$ cat src/rtl/vid_pattern_gen_if.sv
// Video timing and multi-pixel RGB/YUV bus between the pattern source and the conversion stage.
// Pixel p of a beat sits at bits [p*C_BPP +: C_BPP].
interface vid_pattern_gen_if #(
   parameter int unsigned C_BPP      = 8,
   parameter int unsigned C_PORT_NUM = 4
);
   logic                          M_VS;
   logic                          M_HS;
   logic                          M_DE;
   logic [C_BPP*C_PORT_NUM-1:0]   M_R_Y;
   logic [C_BPP*C_PORT_NUM-1:0]   M_G_U;
   logic [C_BPP*C_PORT_NUM-1:0]   M_B_V;

   modport master (output M_VS, M_HS, M_DE, M_R_Y, M_G_U, M_B_V);
   modport slave  (input  M_VS, M_HS, M_DE, M_R_Y, M_G_U, M_B_V);
endinterface

$ cat src/rtl/vid_pattern_gen.sv
// Frame-aligned video timing generator with bars/ramp/solid/checker test patterns,
// C_PORT_NUM pixels per clock, outputs registered one clock after the counters.
module vid_pattern_gen #(
   parameter int unsigned      C_BPP       = 8,
   parameter int unsigned      C_PORT_NUM  = 4,
   parameter int unsigned      C_H_SYNC    = 2,
   parameter int unsigned      C_H_BP      = 4,
   parameter int unsigned      C_H_ACTIVE  = 16,
   parameter int unsigned      C_H_FP      = 3,
   parameter int unsigned      C_V_SYNC    = 1,
   parameter int unsigned      C_V_BP      = 2,
   parameter int unsigned      C_V_ACTIVE  = 4,
   parameter int unsigned      C_V_FP      = 1,
   parameter int unsigned      C_BAR_SHIFT = 3,
   parameter int unsigned      C_CHK_SHIFT = 2,
   parameter logic [C_BPP-1:0] C_SOLID     = 8'h80
) (
   input  logic                     VID_CLK,
   input  logic                     VID_RSTN,
   input  logic                     EN,
   input  logic [1:0]               PATTERN_SEL,
   vid_pattern_gen_if.master        m_vid,
   output logic [15:0]              FRAME_CNT,
   output logic                     BUSY
);

   localparam int unsigned HT  = C_H_SYNC + C_H_BP + C_H_ACTIVE + C_H_FP;
   localparam int unsigned VT  = C_V_SYNC + C_V_BP + C_V_ACTIVE + C_V_FP;
   localparam int unsigned HW  = (HT > 1) ? $clog2(HT) : 1;
   localparam int unsigned VW  = (VT > 1) ? $clog2(VT) : 1;
   localparam int unsigned DW  = C_BPP * C_PORT_NUM;
   // x is only needed modulo 2^XW: ramp, bar index and checker bit all live below XW.
   localparam int unsigned XW0 = (C_BAR_SHIFT + 3 > C_BPP) ? C_BAR_SHIFT + 3 : C_BPP;
   localparam int unsigned XW  = (C_CHK_SHIFT + 1 > XW0) ? C_CHK_SHIFT + 1 : XW0;
   localparam int unsigned YW  = C_CHK_SHIFT + 1;

   localparam logic [HW-1:0] H_SYNC_END = HW'(C_H_SYNC);
   localparam logic [HW-1:0] H_ACT_BEG  = HW'(C_H_SYNC + C_H_BP);
   localparam logic [HW-1:0] H_ACT_END  = HW'(C_H_SYNC + C_H_BP + C_H_ACTIVE);
   localparam logic [HW-1:0] H_LAST     = HW'(HT - 1);
   localparam logic [VW-1:0] V_SYNC_END = VW'(C_V_SYNC);
   localparam logic [VW-1:0] V_ACT_BEG  = VW'(C_V_SYNC + C_V_BP);
   localparam logic [VW-1:0] V_ACT_END  = VW'(C_V_SYNC + C_V_BP + C_V_ACTIVE);
   localparam logic [VW-1:0] V_LAST     = VW'(VT - 1);
   localparam logic [YW-1:0] Y_MASK     = YW'(1) << C_CHK_SHIFT;

   typedef enum logic [0:0] {StIdle, StRun} state_e;

   state_e          r_state, w_state_nxt;
   logic [HW-1:0]   r_h, w_h_nxt;
   logic [VW-1:0]   r_v, w_v_nxt;
   logic [1:0]      r_pat, w_pat_nxt;
   logic [15:0]     r_fcnt, w_fcnt_nxt;

   logic            w_eol, w_eof;
   logic            w_hs, w_vs, w_de, w_ychk;
   logic [XW-1:0]   w_xbase;
   logic [XW-1:0]   w_x [C_PORT_NUM];
   logic [DW-1:0]   w_r_y, w_g_u, w_b_v;

   logic            r_vs, r_hs, r_de;
   logic [DW-1:0]   r_r_y, r_g_u, r_b_v;

   assign w_eol = (r_h == H_LAST);
   assign w_eof = w_eol && (r_v == V_LAST);

   always_comb begin
      w_state_nxt = r_state;
      w_h_nxt     = r_h;
      w_v_nxt     = r_v;
      w_pat_nxt   = r_pat;
      w_fcnt_nxt  = r_fcnt;
      unique case (r_state)
         StIdle: begin
            if (EN) begin
               w_state_nxt = StRun;
               w_h_nxt     = '0;
               w_v_nxt     = '0;
               w_pat_nxt   = PATTERN_SEL;
            end
         end
         StRun: begin
            if (w_eol) begin
               w_h_nxt = '0;
               if (w_eof) begin
                  // Frame boundary: the only point where EN and PATTERN_SEL are honoured.
                  w_v_nxt    = '0;
                  w_fcnt_nxt = r_fcnt + 16'd1;
                  w_pat_nxt  = PATTERN_SEL;
                  if (!EN) w_state_nxt = StIdle;
               end else begin
                  w_v_nxt = r_v + VW'(1);
               end
            end else begin
               w_h_nxt = r_h + HW'(1);
            end
         end
         default: w_state_nxt = StIdle;
      endcase
   end

   always_ff @(posedge VID_CLK or negedge VID_RSTN) begin
      if (!VID_RSTN) begin
         r_state <= StIdle;
         r_h     <= '0;
         r_v     <= '0;
         r_pat   <= '0;
         r_fcnt  <= '0;
      end else begin
         r_state <= w_state_nxt;
         r_h     <= w_h_nxt;
         r_v     <= w_v_nxt;
         r_pat   <= w_pat_nxt;
         r_fcnt  <= w_fcnt_nxt;
      end
   end

   always_comb begin
      w_hs    = (r_h < H_SYNC_END);
      w_vs    = (r_v < V_SYNC_END);
      w_de    = (r_h >= H_ACT_BEG) && (r_h < H_ACT_END) &&
                (r_v >= V_ACT_BEG) && (r_v < V_ACT_END);
      w_xbase = XW'(r_h - H_ACT_BEG) * XW'(C_PORT_NUM);
      w_ychk  = |(YW'(r_v - V_ACT_BEG) & Y_MASK);
      for (int p = 0; p < int'(C_PORT_NUM); p++) begin
         w_x[p] = w_xbase + XW'(p);
      end
   end

   always_comb begin
      w_r_y = '0;
      w_g_u = '0;
      w_b_v = '0;
      if (w_de) begin
         for (int p = 0; p < int'(C_PORT_NUM); p++) begin
            unique case (r_pat)
               2'd0: begin
                  // Bar index bits: [1]=0 -> R on, [2]=0 -> G on, [0]=0 -> B on.
                  w_r_y[p*C_BPP +: C_BPP] = {C_BPP{~w_x[p][C_BAR_SHIFT+1]}};
                  w_g_u[p*C_BPP +: C_BPP] = {C_BPP{~w_x[p][C_BAR_SHIFT+2]}};
                  w_b_v[p*C_BPP +: C_BPP] = {C_BPP{~w_x[p][C_BAR_SHIFT]}};
               end
               2'd1: begin
                  w_r_y[p*C_BPP +: C_BPP] = w_x[p][C_BPP-1:0];
                  w_g_u[p*C_BPP +: C_BPP] = w_x[p][C_BPP-1:0];
                  w_b_v[p*C_BPP +: C_BPP] = w_x[p][C_BPP-1:0];
               end
               2'd2: begin
                  w_r_y[p*C_BPP +: C_BPP] = C_SOLID;
                  w_g_u[p*C_BPP +: C_BPP] = C_SOLID;
                  w_b_v[p*C_BPP +: C_BPP] = C_SOLID;
               end
               2'd3: begin
                  w_r_y[p*C_BPP +: C_BPP] = {C_BPP{w_x[p][C_CHK_SHIFT] ^ w_ychk}};
                  w_g_u[p*C_BPP +: C_BPP] = {C_BPP{w_x[p][C_CHK_SHIFT] ^ w_ychk}};
                  w_b_v[p*C_BPP +: C_BPP] = {C_BPP{w_x[p][C_CHK_SHIFT] ^ w_ychk}};
               end
               default: ;
            endcase
         end
      end
   end

   always_ff @(posedge VID_CLK or negedge VID_RSTN) begin
      if (!VID_RSTN) begin
         r_vs  <= 1'b0;
         r_hs  <= 1'b0;
         r_de  <= 1'b0;
         r_r_y <= '0;
         r_g_u <= '0;
         r_b_v <= '0;
      end else if (r_state == StRun) begin
         r_vs  <= w_vs;
         r_hs  <= w_hs;
         r_de  <= w_de;
         r_r_y <= w_r_y;
         r_g_u <= w_g_u;
         r_b_v <= w_b_v;
      end else begin
         r_vs  <= 1'b0;
         r_hs  <= 1'b0;
         r_de  <= 1'b0;
         r_r_y <= '0;
         r_g_u <= '0;
         r_b_v <= '0;
      end
   end

   assign m_vid.M_VS  = r_vs;
   assign m_vid.M_HS  = r_hs;
   assign m_vid.M_DE  = r_de;
   assign m_vid.M_R_Y = r_r_y;
   assign m_vid.M_G_U = r_g_u;
   assign m_vid.M_B_V = r_b_v;
   assign FRAME_CNT   = r_fcnt;
   assign BUSY        = (r_state == StRun);

endmodule
$ cat src/flat_wrapper.sv
// flat-port wrapper written by rule: the top's interface ports become plain ports
module vid_pattern_gen_flat 
#(
   parameter int unsigned      C_BPP       = 8,
   parameter int unsigned      C_PORT_NUM  = 4,
   parameter int unsigned      C_H_SYNC    = 2,
   parameter int unsigned      C_H_BP      = 4,
   parameter int unsigned      C_H_ACTIVE  = 16,
   parameter int unsigned      C_H_FP      = 3,
   parameter int unsigned      C_V_SYNC    = 1,
   parameter int unsigned      C_V_BP      = 2,
   parameter int unsigned      C_V_ACTIVE  = 4,
   parameter int unsigned      C_V_FP      = 1,
   parameter int unsigned      C_BAR_SHIFT = 3,
   parameter int unsigned      C_CHK_SHIFT = 2,
   parameter logic [C_BPP-1:0] C_SOLID     = 8'h80
)
  (VID_CLK, VID_RSTN, EN, PATTERN_SEL, FRAME_CNT, BUSY, m_vid_M_VS, m_vid_M_HS, m_vid_M_DE, m_vid_M_R_Y, m_vid_M_G_U, m_vid_M_B_V);
  vid_pattern_gen_if #(.C_BPP(C_BPP), .C_PORT_NUM(C_PORT_NUM)) m_vid_i ();
  input  logic VID_CLK;
  input  logic VID_RSTN;
  input  logic EN;
  input  logic [1:0] PATTERN_SEL;
  output logic [15:0] FRAME_CNT;
  output logic BUSY;
  output wire logic [$bits(m_vid_i.M_VS)-1:0] m_vid_M_VS;
  output wire logic [$bits(m_vid_i.M_HS)-1:0] m_vid_M_HS;
  output wire logic [$bits(m_vid_i.M_DE)-1:0] m_vid_M_DE;
  output wire logic [$bits(m_vid_i.M_R_Y)-1:0] m_vid_M_R_Y;
  output wire logic [$bits(m_vid_i.M_G_U)-1:0] m_vid_M_G_U;
  output wire logic [$bits(m_vid_i.M_B_V)-1:0] m_vid_M_B_V;
  assign m_vid_M_VS = m_vid_i.M_VS;
  assign m_vid_M_HS = m_vid_i.M_HS;
  assign m_vid_M_DE = m_vid_i.M_DE;
  assign m_vid_M_R_Y = m_vid_i.M_R_Y;
  assign m_vid_M_G_U = m_vid_i.M_G_U;
  assign m_vid_M_B_V = m_vid_i.M_B_V;
  vid_pattern_gen #(.C_BPP(C_BPP), .C_PORT_NUM(C_PORT_NUM), .C_H_SYNC(C_H_SYNC), .C_H_BP(C_H_BP), .C_H_ACTIVE(C_H_ACTIVE), .C_H_FP(C_H_FP), .C_V_SYNC(C_V_SYNC), .C_V_BP(C_V_BP), .C_V_ACTIVE(C_V_ACTIVE), .C_V_FP(C_V_FP), .C_BAR_SHIFT(C_BAR_SHIFT), .C_CHK_SHIFT(C_CHK_SHIFT), .C_SOLID(C_SOLID)) u_core (.VID_CLK(VID_CLK), .VID_RSTN(VID_RSTN), .EN(EN), .PATTERN_SEL(PATTERN_SEL), .m_vid(m_vid_i), .FRAME_CNT(FRAME_CNT), .BUSY(BUSY));
endmodule
$ cat config.mk
export PLATFORM = sky130hd
export DESIGN_NAME = vid_pattern_gen_flat
export DESIGN_NICKNAME = d
export VERILOG_FILES = /design/src/rtl/vid_pattern_gen_if.sv /design/src/rtl/vid_pattern_gen.sv /design/src/flat_wrapper.sv
export SDC_FILE = /design/constraint.sdc
export NUM_CORES = 1
export LEC_CHECK = 0
export ABC_CLOCK_PERIOD_IN_PS = 2900
export BUFFER_PORTS_ARGS = -buffer_cell sky130_fd_sc_hd__buf_2
export CAP_MARGIN = 30
export CORE_UTILIZATION = 49
export DETAILED_ROUTE_END_ITERATION = 8
export PLACE_DENSITY = 0.89
export SKIP_CTS_REPAIR_TIMING = 1
export SYNTH_ARGS = -nofsm -noshare
export SYNTH_HDL_FRONTEND = slang
export SYNTH_SLANG_ARGS = --single-unit
$ cat constraint.sdc
create_clock -name VID_CLK -period 2.9 [get_ports VID_CLK]
set_clock_uncertainty 0.2 [all_clocks]
set_input_delay 0.145 -clock VID_CLK [delete_from_list [all_inputs] [get_ports VID_CLK]]
set_output_delay 0.145 -clock VID_CLK [all_outputs]
set_load 0.01 [all_outputs]
==> out/qor.yml, run 1 <==
setup_path:
  reg2reg_slack_ps: 550
  cp_top_family: "compound AO/OA/AOI/OAI gates"
  cp.depth: 6
  required_ps: 2940
  cpMaxStageDelayCell: "dfrtp_1"
  end_kind: "flip-flop"
  critical_path.max_stage_delay_ps: 440
  startpoint: "u_core.r_v[0]$_DFFE_PN0P_"
  r2r-start: "u_core.r_v[0]$_DFFE_PN0P_"
  crit_path_max_fanout: 5
  worst_path_most_repeated_cell: "ha_1"
  crit_path_cell_trace: "ha_1 > ha_1 > xnor2_1 > o21ai_0 > o311ai_0 > nor2_1"
  critPathBufInv: 0
  critPathCapture: "u_core.m_vid.M_G_U[19]$_DFF_PN0_"
  cp.arrival_ps: 2400
  crit_type: "flip-flop to flip-flop"
  rr_worst_depth: 6
  r2r_end: "u_core.m_vid.M_G_U[19]$_DFF_PN0_"
  startpoint_type: "flip-flop"
power_and_ir_drop:
  p_leak_nw: 1.89
  p_per_area_nw_per_um2: 940
  vdd_drop_max_mv: 0.403
  total_power_mw: 3.08
placed_design:
  dp_slack_ps: 592
  dp_hpwl_um: 4280
  gp_congestion: 0.862
  dp_cells: 421
  portBuffers: 120
  place_area_um2: 3140
global_routing:
  grt_overflow: 0
  grt_pass1_wl_um: 9060
  grt_pass1_vias: 1983
  grt_max_degree: 29
  grt_use_met3: 0.0409
  antenna_found_initial: 0
  gr-usage-met2: 0.317
  use_met1: 0.221
  busiest_layer: "met2"
  grt.total_usage: 0.185
clocking:
  root_buffer: "clkbuf_8"
  clk_latency_ps: 310
  cts_tree: "built"
  clk_pin_slew_ps: 90
  cts.htree.levels: 2
  cts.sinks: 54
  tritoncts.num_buffers: 5
  cts_buffer_depth: 2
routing:
  post_drt_wl_per_cell_um: 13.1
  vias: 2212
  drt_iter0_markers: 124
  drc_errors: 0
  vias_per_cell: 5.11
  drtAntennaViolNets: 0
  first_pass_iters: 4
  wl_um: 5680
sta:
  setup_viol: 0
  min_period_over_period: 0.812
  fin_hold_ws_ps: 164
  timing.final.ws_setup_ps: 546
  min_period_ps: 2350
  finalMaxSlewViolations: 0
  finalHoldViolations: 0
  grt_setup_unrepaired: "no"
  tightest_slew_ps: 617
  fmax_mhz: 425
  slew_headroom: 0.589
  final.setup.tns_ps: 0
yosys:
  synth-async-reset-ratio: 1.00
  synthCells: 307
  yosysWarnings: 0
  seq_area_frac_synth: 0.448
  yosys_most_used_dff: "dfrtp_1"
  synth_edf_count: 0
  synth_cell_type_count: 43
  syn-num-nets: 320
  synth.avg_cell_area_um2: 9.83
  synth-seq-cells: 54
  netlist_area_um2: 3020
floorplanning:
  die-height_um: 80.5
  coreArea_um2: 5920
  start_util: 0.510
  die_width_um: 80.5
  num_io_pins: 121
  fp-row-count: 28
  die_area_um2: 6480
final_layout:
  finalNonFillerCells: 433
  layout-drive-gt1-share: 0.380
  fin_nets: 370
  layout_common_cells: "120 x buf_2, 54 x dfrtp_1, 25 x nor2_1, 18 x nand2_1, 13 x a21oi_1"
  final_util: 0.554
  antennaDiodeCount: 0
  final_common_cell: "buf_2"
  fin_area_um2: 3280
  syn_to_final_growth_pct: 8.71
flow_run:
  max_cap_viol_count: 0
min_path:
  hp-class: "input pin to async pin"
status:
  status: "finished clean"
[Yosys cell counts, types with 2 or more instances]
cell type	number	area share
buf_4	72	0.18
inv_1	10	0.012
and3_1	2	0.0041
o31ai_1	3	0.0075
and4_1	2	0.0058
nor3_1	8	0.013
o21a_1	2	0.0050
mux2_2	2	0.0075
mux2i_1	2	0.0066
and2_1	2	0.0041
nor4_1	3	0.0062
mux2_4	2	0.010
clkbuf_1	5	0.0062
o21ai_0	12	0.020
a21oi_1	13	0.022
nand3_1	7	0.012
xnor2_1	10	0.029
buf_2	3	0.0050
nand4_1	9	0.019
nand2_1	18	0.022
buf_6	2	0.0075
nor2_1	25	0.031
nand2b_1	5	0.010
ha_1	8	0.033
a21o_1	2	0.0050
xor2_1	8	0.023
dfrtp_1	54	0.45
[per-layer routing]
layer	part of all wire	up-vias
li1	-	1052
met1	0.41	1050
met2	0.51	98
met3	0.062	12
met4	0.016	0
met5	0	-
[sequential cells by signal, summed over array words and instances (netlist names)]
register and flops:
u_core.m_vid.M_HS 1, u_core.m_vid.M_B_V 8, u_core.r_h 5, u_core.r_pat 2, u_core.m_vid.M_VS 1, u_core.FRAME_CNT 16
u_core.m_vid.M_DE 1, u_core.BUSY 1, u_core.r_v 3, u_core.m_vid.M_G_U 8, u_core.m_vid.M_R_Y 8
[worst min path at each step]
| stage | startpoint | endpoint | slack (ps) | depth (start not counted) |
|---|---|---|---|---|
| floorplan | VID_RSTN | u_core.BUSY$_DFF_PN0_ | -350 | 0 |
| global placement | PATTERN_SEL[0] | u_core.r_pat[0]$_DFFE_PN0P_ | 180 | 2 |
| detailed placement | VID_RSTN | u_core.FRAME_CNT[13]$_DFFE_PN0P_ | -8 | 1 |
| CTS | VID_RSTN | u_core.FRAME_CNT[0]$_DFFE_PN0P_ | -350 | 1 |
| global route | VID_RSTN | u_core.m_vid.M_B_V[28]$_DFF_PN0_ | 220 | 2 |
| finish | VID_RSTN | u_core.FRAME_CNT[13]$_DFFE_PN0P_ | 160 | 2 |
[where the power goes]
| part | internal (mW) | switching (mW) |
|---|---|---|
| logic | 0.601 | 0.866 |
| clock network | 0.219 | 0.244 |
| registers | 0.945 | 0.210 |
[final cells by class]
| cell class | count | area [µm²] |
|---|---|---|
| Clock buffer | 7 | 96.3 |
| Sequential cell | 54 | 1350 |
| Multi-Input combinational cell | 161 | 1030 |
| Fill cell | 514 | 2640 |
| Timing Repair Buffer | 125 | 661 |
| Clock inverter | 1 | 8.76 |
| Inverter | 10 | 37.5 |
| Tap cell | 75 | 93.8 |
[cells by family after synthesis]
family,synth area share
flops,0.448
xor+xnor,0.0522
buf+inv,0.210
fa+ha+maj,0.0332
simple gates,0.143
compound gates,0.0891
mux,0.0240
No activity file was read; power rests on OpenSTA's default activity.
==> run 2, diff against run 1 <==
ABC_AREA = 1   (was default)
ABC_CLOCK_PERIOD_IN_PS = 2100   (was 2900)
CORE_UTILIZATION = 44   (was 49)
PLACE_DENSITY = 0.84   (was 0.89)
clock period = 2.1 ns   (was 2.9 ns; I/O delays follow)
==> run 2 against run 1 <==
  * Routed wire length increased by 6.6%
  * Synthesized cell count increased by 21%
  * Cell area increased by 6.0%
  * Combinational power decreased by 98%
  * Global-route usage decreased by 2.2 points
  * Register-to-register slack got worse by 380 ps
==> out/qor.yml, run 2 <==
status:
  status: "finished clean"
yosys:
  syn-num-nets: 383  # +20%
  synth_area_leaders: "dfrtp_1 43%, buf_4 17%, nand2_1 11%"
  synth_edf_count: 0  # unchanged
  yosys.area.top_type_share: 0.432  # -0.0159
  synth_cell_type_count: 28  # -35%
  yosysMostFrequentCell: "nand2_1"
  ys_top_cells_by_count: "88 x nand2_1, 72 x buf_4, 54 x dfrtp_1"
  synth-seq-cells: 54  # unchanged
  synth-async-reset-ratio: 1.00  # unchanged
  seq_area_frac_synth: 0.432  # -0.0159
  synth.avg_cell_area_um2: 8.46  # -14%
  netlist_area_um2: 3130  # +3.7%
  synthCells: 370  # +21%
  yosys_most_used_dff: "dfrtp_1"
  yosys.area.top_type: "dfrtp_1"
  yosysWarnings: 0  # unchanged
routing:
  post_drt_wl_per_cell_um: 11.5  # -12%
  drtAntennaViolNets: 0  # unchanged
  route.met2.wl_um: 3050  # +5.9%
  first_pass_iters: 4  # unchanged
  highest_layer: "met4"
  drt_iter0_markers: 137  # +10%
  vias_per_cell: 4.71  # -7.7%
  wl_um: 6060  # +6.6%
  routedLengthMet1_um: 2580  # +9.7%
  vias: 2479  # +12%
  wl_met3_um: 351  # -0.57%
  drc_errors: 0  # unchanged
sta:
  min_period_over_period: 0.919  # +0.107
  finalMaxSlewViolations: 0  # unchanged
  min_period_ps: 1930  # -424 ps
  setup_viol: 0  # unchanged
  finalHoldViolations: 0  # unchanged
  tightest_slew_ps: 586  # -30.7 ps
  fmax_mhz: 518  # +22%
  slew_headroom: 0.609  # +0.0205
clocking:
  cts.htree.levels: 2  # unchanged
  clk_pin_slew_ps: 90  # about the same
  cts_buffer_depth: 2  # unchanged
  clk_latency_ps: 310  # about the same
  tritoncts.num_buffers: 5  # unchanged
  cts.sinks: 54  # unchanged
  root_buffer: "clkbuf_8"
  cts_tree: "built"
global_routing:
  grt_pass1_vias: 2135  # +7.7%
  antenna_found_initial: 0  # unchanged
  grt_overflow: 0  # unchanged
  grt_pass1_wl_um: 9720  # +7.2%
  grt_max_degree: 29  # unchanged
  grt.total_usage: 0.163  # -0.0219
floorplanning:
  die_width_um: 86.3  # +7.3%
  fp-row-count: 30  # +7.1%
  start_util: 0.458  # -0.0517
  num_io_pins: 121  # unchanged
  coreArea_um2: 6830  # +15%
  die-height_um: 86.3  # +7.3%
  die_area_um2: 7450  # +15%
power_and_ir_drop:
  vdd_drop_max_mv: 0.212  # -47%
  seqPwrFrac: 0.619  # +0.245
  p_leak_nw: 2.13  # +13%
  total_power_mw: 1.68  # -46%
  p_switching_mw: 0.363  # -72%
  p_per_area_nw_per_um2: 483  # -49%
  p_comb_frac: 0.020  # -0.456
  pwr-share-clk: 0.361  # +0.211
  intPower_mw: 1.32  # -25%
  switching_share: 0.216  # -0.211
setup_path:
  critical_path.max_stage_delay_ps: 430  # about the same
  reg2reg_slack_ps: 170  # -380 ps
  cpMaxStageDelayCell: "dfrtp_1"
  crit_path_cell_trace: "ha_1 > ha_1 > nand3_4 > nor2_4 > nand3_1 > nand2_1 > nand2_1"
  end_kind: "flip-flop"
  startpoint_type: "flip-flop"
  cp.arrival_ps: 1940  # -460 ps
  crit_path_max_fanout: 17  # +12
  crit_type: "flip-flop to flip-flop"
  required_ps: 2110  # -830 ps
final_layout:
  final_common_cell: "buf_2"
  finalNonFillerCells: 526  # +21%
  largest_reg_flops: 16  # unchanged
  layout-drive-gt1-share: 0.353  # -0.0264
  fin_nets: 442  # +19%
  layout_common_cells: "120 x buf_2, 87 x nand2_1, 54 x dfrtp_1, 46 x nor2_1, 26 x inv_1"
  antennaDiodeCount: 0  # unchanged
  final_util: 0.509  # -0.0449
  fillerInstances: 653  # +27%
  syn_to_final_growth_pct: 11.2
min_path:
  hp-class: "input pin to async pin"
placed_design:
  dp_cells: 514  # +22%
  gp_congestion: 0.856  # -0.75%
  dp_hpwl_um: 4660  # +8.9%
  portBuffers: 120  # unchanged
flow_run:
  max_cap_viol_count: 0  # unchanged
-- run 2: changes by cell type after synthesis, sizes merged, moves of 3 or more --
cell,previous run,this run
xor2,8,3
nor3,8,1
clkbuf,5,0
nor2,25,49
mux2,4,0
nand3,7,19
nand2,18,89
a21oi,13,10
a21o,3,0
nand2b,5,0
inv,10,29
and3,3,0
xnor2,10,4
-- run 2: metrics by stage --
step | area, µm² | hold slack, ps | setup slack (ps) | TNS [ps]
after floorplan | 3130 | -391 | 315 | 0
after global placement | 3310 | -76.7 | 201 | 0
after detailed placement | 3310 | -57.7 | 113 | 0
after CTS | 3410 | -400 | 84.8 | 0
after global routing | 3480 | 203 | -6.36 | -6.36
final | 3480 | 132 | 171 | 0
-- run 2: kinds of logic after synthesis --
group	Yosys count	share of synthesized area
simple gates	173	0.250
flops	54	0.432
buf+inv	104	0.218
compound gates	24	0.0480
fa+ha+maj	8	0.0320
xor+xnor	7	0.0196
-- run 2: metal layers --
metal | track usage | up-vias
met2 | 0.289 | 97
met5 | 0 | -
li1 | - | 1218
met4 | 0.0485 | 0
met1 | 0.201 | 1158
met3 | 0.0314 | 6
-- run 2: critical path, delay by kind of cell (launching register included) --
kind	cells	cell delay, ps
and+or+nand+nor	5	720
adders and majority gates	2	470
DFF	1	430
-- run 2: cell type report --
cell class | instances | area (µm²) | share of cell area
clock inverter | 2 | 12.5 | 0.00360
inverter | 29 | 109 | 0.0313
multi-input combinational | 212 | 1130 | 0.324
sequential | 54 | 1350 | 0.388
clock buffer | 6 | 82.6 | 0.0237
tap | 96 | 120 | 0.0345
timing repair buffer | 127 | 676 | 0.194
-- run 2: power by group through the flow --
stage                     clock network, mW  registers, mW  logic [mW]
after floorplan                           0           1.06    0.000727
after global placement                    0           1.06      0.0284
after detailed placement                  0           1.06      0.0294
after CTS                             0.617           1.04      0.0297
after global routing                  0.658           1.04      0.0391
final                                 0.607           1.04      0.0334
-- run 2: path summary, 6_finish.rpt --
check,to,cells past startpoint,from
max,u_core.FRAME_CNT[15]$_DFFE_PN0P_,7,u_core.r_v[0]$_DFFE_PN0P_
min,u_core.m_vid.M_R_Y[27]$_DFF_PN0_,2,VID_RSTN
max reg2reg,u_core.FRAME_CNT[15]$_DFFE_PN0P_,7,u_core.r_v[0]$_DFFE_PN0P_
min reg2reg,u_core.FRAME_CNT[15]$_DFFE_PN0P_,2,u_core.FRAME_CNT[15]$_DFFE_PN0P_
max in group asynchronous,u_core.r_h[4]$_DFFE_PN0P_,3,VID_RSTN
min in group VID_CLK,u_core.FRAME_CNT[15]$_DFFE_PN0P_,2,u_core.FRAME_CNT[15]$_DFFE_PN0P_
==> run 3, diff against run 2 <==
RECOVER_POWER = 25   (was default)
==> run 3 against run 2 <==
  * Die area unchanged
  * Combinational power about the same
  * Utilization decreased by 0.55 points
  * Worst hold slack improved by 180 ps
  * Highest routed layer unchanged
  * Fmax up 0.55%
  * Critical path depth grew 1
  * Clock power hardly changed
  * Non-clock buffer count stayed put
  * Global-route usage stayed put
  * First-iteration DRC count grew 7.3%
==> out/qor.yml, run 3 (synthesis results as in run 2) <==
placed_design:
  place_area_um2: 3310  # unchanged
  dp_hpwl_um: 4660  # unchanged
  gp_congestion: 0.856  # unchanged
  portBuffers: 120  # unchanged
final_layout:
  final_common_cell: "buf_2"
  antennaDiodeCount: 0  # unchanged
  layout-drive-gt1-share: 0.284  # -0.0698
  fin_nets: 442  # unchanged
  largest_reg_flops: 16  # unchanged
  final_util: 0.504  # -0.00550
  fin_area_um2: 3440  # -1.1%
  layout_common_cells: "90 x buf_2, 87 x nand2_1, 54 x dfrtp_1, 46 x nor2_1, 30 x clkbuf_1"
  syn_to_final_growth_pct: 9.96
global_routing:
  grt_use_met3: 0.0314  # unchanged
  grt_max_degree: 29  # unchanged
  grt_overflow: 0  # unchanged
  busiest_layer: "met2"
  grt.total_usage: 0.163  # unchanged
  grt_pass1_wl_um: 9720  # unchanged
  grt_pass1_vias: 2135  # unchanged
  gr-usage-met2: 0.289  # unchanged
  use_met1: 0.201  # unchanged
  antenna_found_initial: 0  # unchanged
setup_path:
  critPathBufInv: 1  # +1
  end_kind: "flip-flop"
  cp.depth: 8  # +1
  reg2reg_slack_ps: 180  # about the same
  crit_path_max_fanout: 5  # -12
  crit_path_cell_trace: "ha_1 > ha_1 > inv_1 > nand2_1 > nand3_1 > nand2_1 > nor2_1 > nor2_1"
  critical_path.max_stage_delay_ps: 440  # about the same
  startpoint: "u_core.r_v[0]$_DFFE_PN0P_"
  crit_type: "flip-flop to flip-flop"
  r2r-start: "u_core.r_v[0]$_DFFE_PN0P_"
  rr_worst_depth: 8  # +1
  critPathCapture: "u_core.m_vid.M_B_V[23]$_DFF_PN0_"
  r2r_end: "u_core.m_vid.M_B_V[23]$_DFF_PN0_"
  cp.arrival_ps: 1930  # about the same
  startpoint_type: "flip-flop"
  cp_top_family: "adder cells"
  required_ps: 2110  # about the same
  cpMaxStageDelayCell: "dfrtp_1"
sta:
  finalHoldViolations: 0  # unchanged
  setup_viol: 0  # unchanged
  finalMaxSlewViolations: 0  # unchanged
  fmax_mhz: 521  # +0.55%
  slew_headroom: 0.0659  # -0.544
  min_period_ps: 1920  # -10.6 ps
  min_period_over_period: 0.914  # -0.00504
  tightest_slew_ps: 1400  # +815 ps
floorplanning:
  num_io_pins: 121  # unchanged
  die-height_um: 86.3  # unchanged
  coreArea_um2: 6830  # unchanged
  start_util: 0.458  # unchanged
  fp-row-count: 30  # unchanged
  die_area_um2: 7450  # unchanged
  die_width_um: 86.3  # unchanged
routing:
  drc_errors: 0  # unchanged
  vias_per_cell: 4.74  # +0.56%
  wl_um: 6080  # +0.41%
  first_pass_iters: 4  # unchanged
  vias: 2493  # +0.56%
  drt_iter0_markers: 147  # +7.3%
  post_drt_wl_per_cell_um: 11.6  # +0.41%
  drtAntennaViolNets: 0  # unchanged
clocking:
  cts.htree.levels: 2  # unchanged
  cts_buffer_depth: 2  # unchanged
  cts_tree: "built"
  clk_latency_ps: 310  # about the same
  cts.sinks: 54  # unchanged
  tritoncts.num_buffers: 5  # unchanged
  root_buffer: "clkbuf_8"
  clk_pin_slew_ps: 100  # about the same
min_path:
  hp-class: "flip-flop to flip-flop"
power_and_ir_drop:
  vdd_drop_max_mv: 0.212  # +0.23%
  p_leak_nw: 2.01  # -6.0%
  total_power_mw: 1.68  # about the same
  p_per_area_nw_per_um2: 488  # +1.0%
status:
  status: "finished clean"
flow_run:
  max_cap_viol_count: 0  # unchanged
==> run 3: power breakdown <==
group          total (mW)  internal [mW]  switching [mW]
logic              0.0332         0.0111          0.0221
registers            1.04           1.04               0
clock network       0.606          0.266           0.340
==> run 3: per-layer routing <==
metal / part of all wire / vias up
met2: 0.50 / 104
met1: 0.42 / 1165
met3: 0.065 / 6
met4: 0.012 / 0
met5: 0 / -
li1: - / 1218
==> run 3: worst min path at each step <==
stage                                startpoint                          endpoint  slack [ps]  cells past startpoint
2_1_floorplan                          VID_RSTN             u_core.BUSY$_DFF_PN0_        -390                      0
3_3_place_gp                           VID_RSTN  u_core.m_vid.M_B_V[16]$_DFF_PN0_         -80                      1
3_5_place_dp                           VID_RSTN  u_core.m_vid.M_B_V[16]$_DFF_PN0_         -60                      1
4_1_cts                                VID_RSTN  u_core.m_vid.M_B_V[16]$_DFF_PN0_        -400                      1
5_1_grt        u_core.FRAME_CNT[15]$_DFFE_PN0P_  u_core.FRAME_CNT[15]$_DFFE_PN0P_         340                      2
6_report       u_core.FRAME_CNT[15]$_DFFE_PN0P_  u_core.FRAME_CNT[15]$_DFFE_PN0P_         310                      2
==> run 3: final cells by class <==
type	instances	area [µm²]
multi-input combinational	212	1130
sequential	54	1350
timing repair buffer	127	638
clock buffer	6	82.6
fill	661	3390
clock inverter	2	12.5
tap	96	120
inverter	29	109
==> run 3: through the flow <==
step           TNS [ps]  setup WS, ps  std cells  hold WS (ps)
6_report              0           181        526           308
5_1_grt           -6.36         -6.36        526           342
4_1_cts               0          84.8        522          -400
3_5_place_dp          0           113        514         -57.7
3_3_place_gp          0           201        514         -76.7
2_1_floorplan         0           315        370          -391
==> run 3: tightest hold or removal path, stage by stage, from the launching register on <==
cell	delay (ps)
dfrtp_1	370
nand2_1	60
nand2_1	50
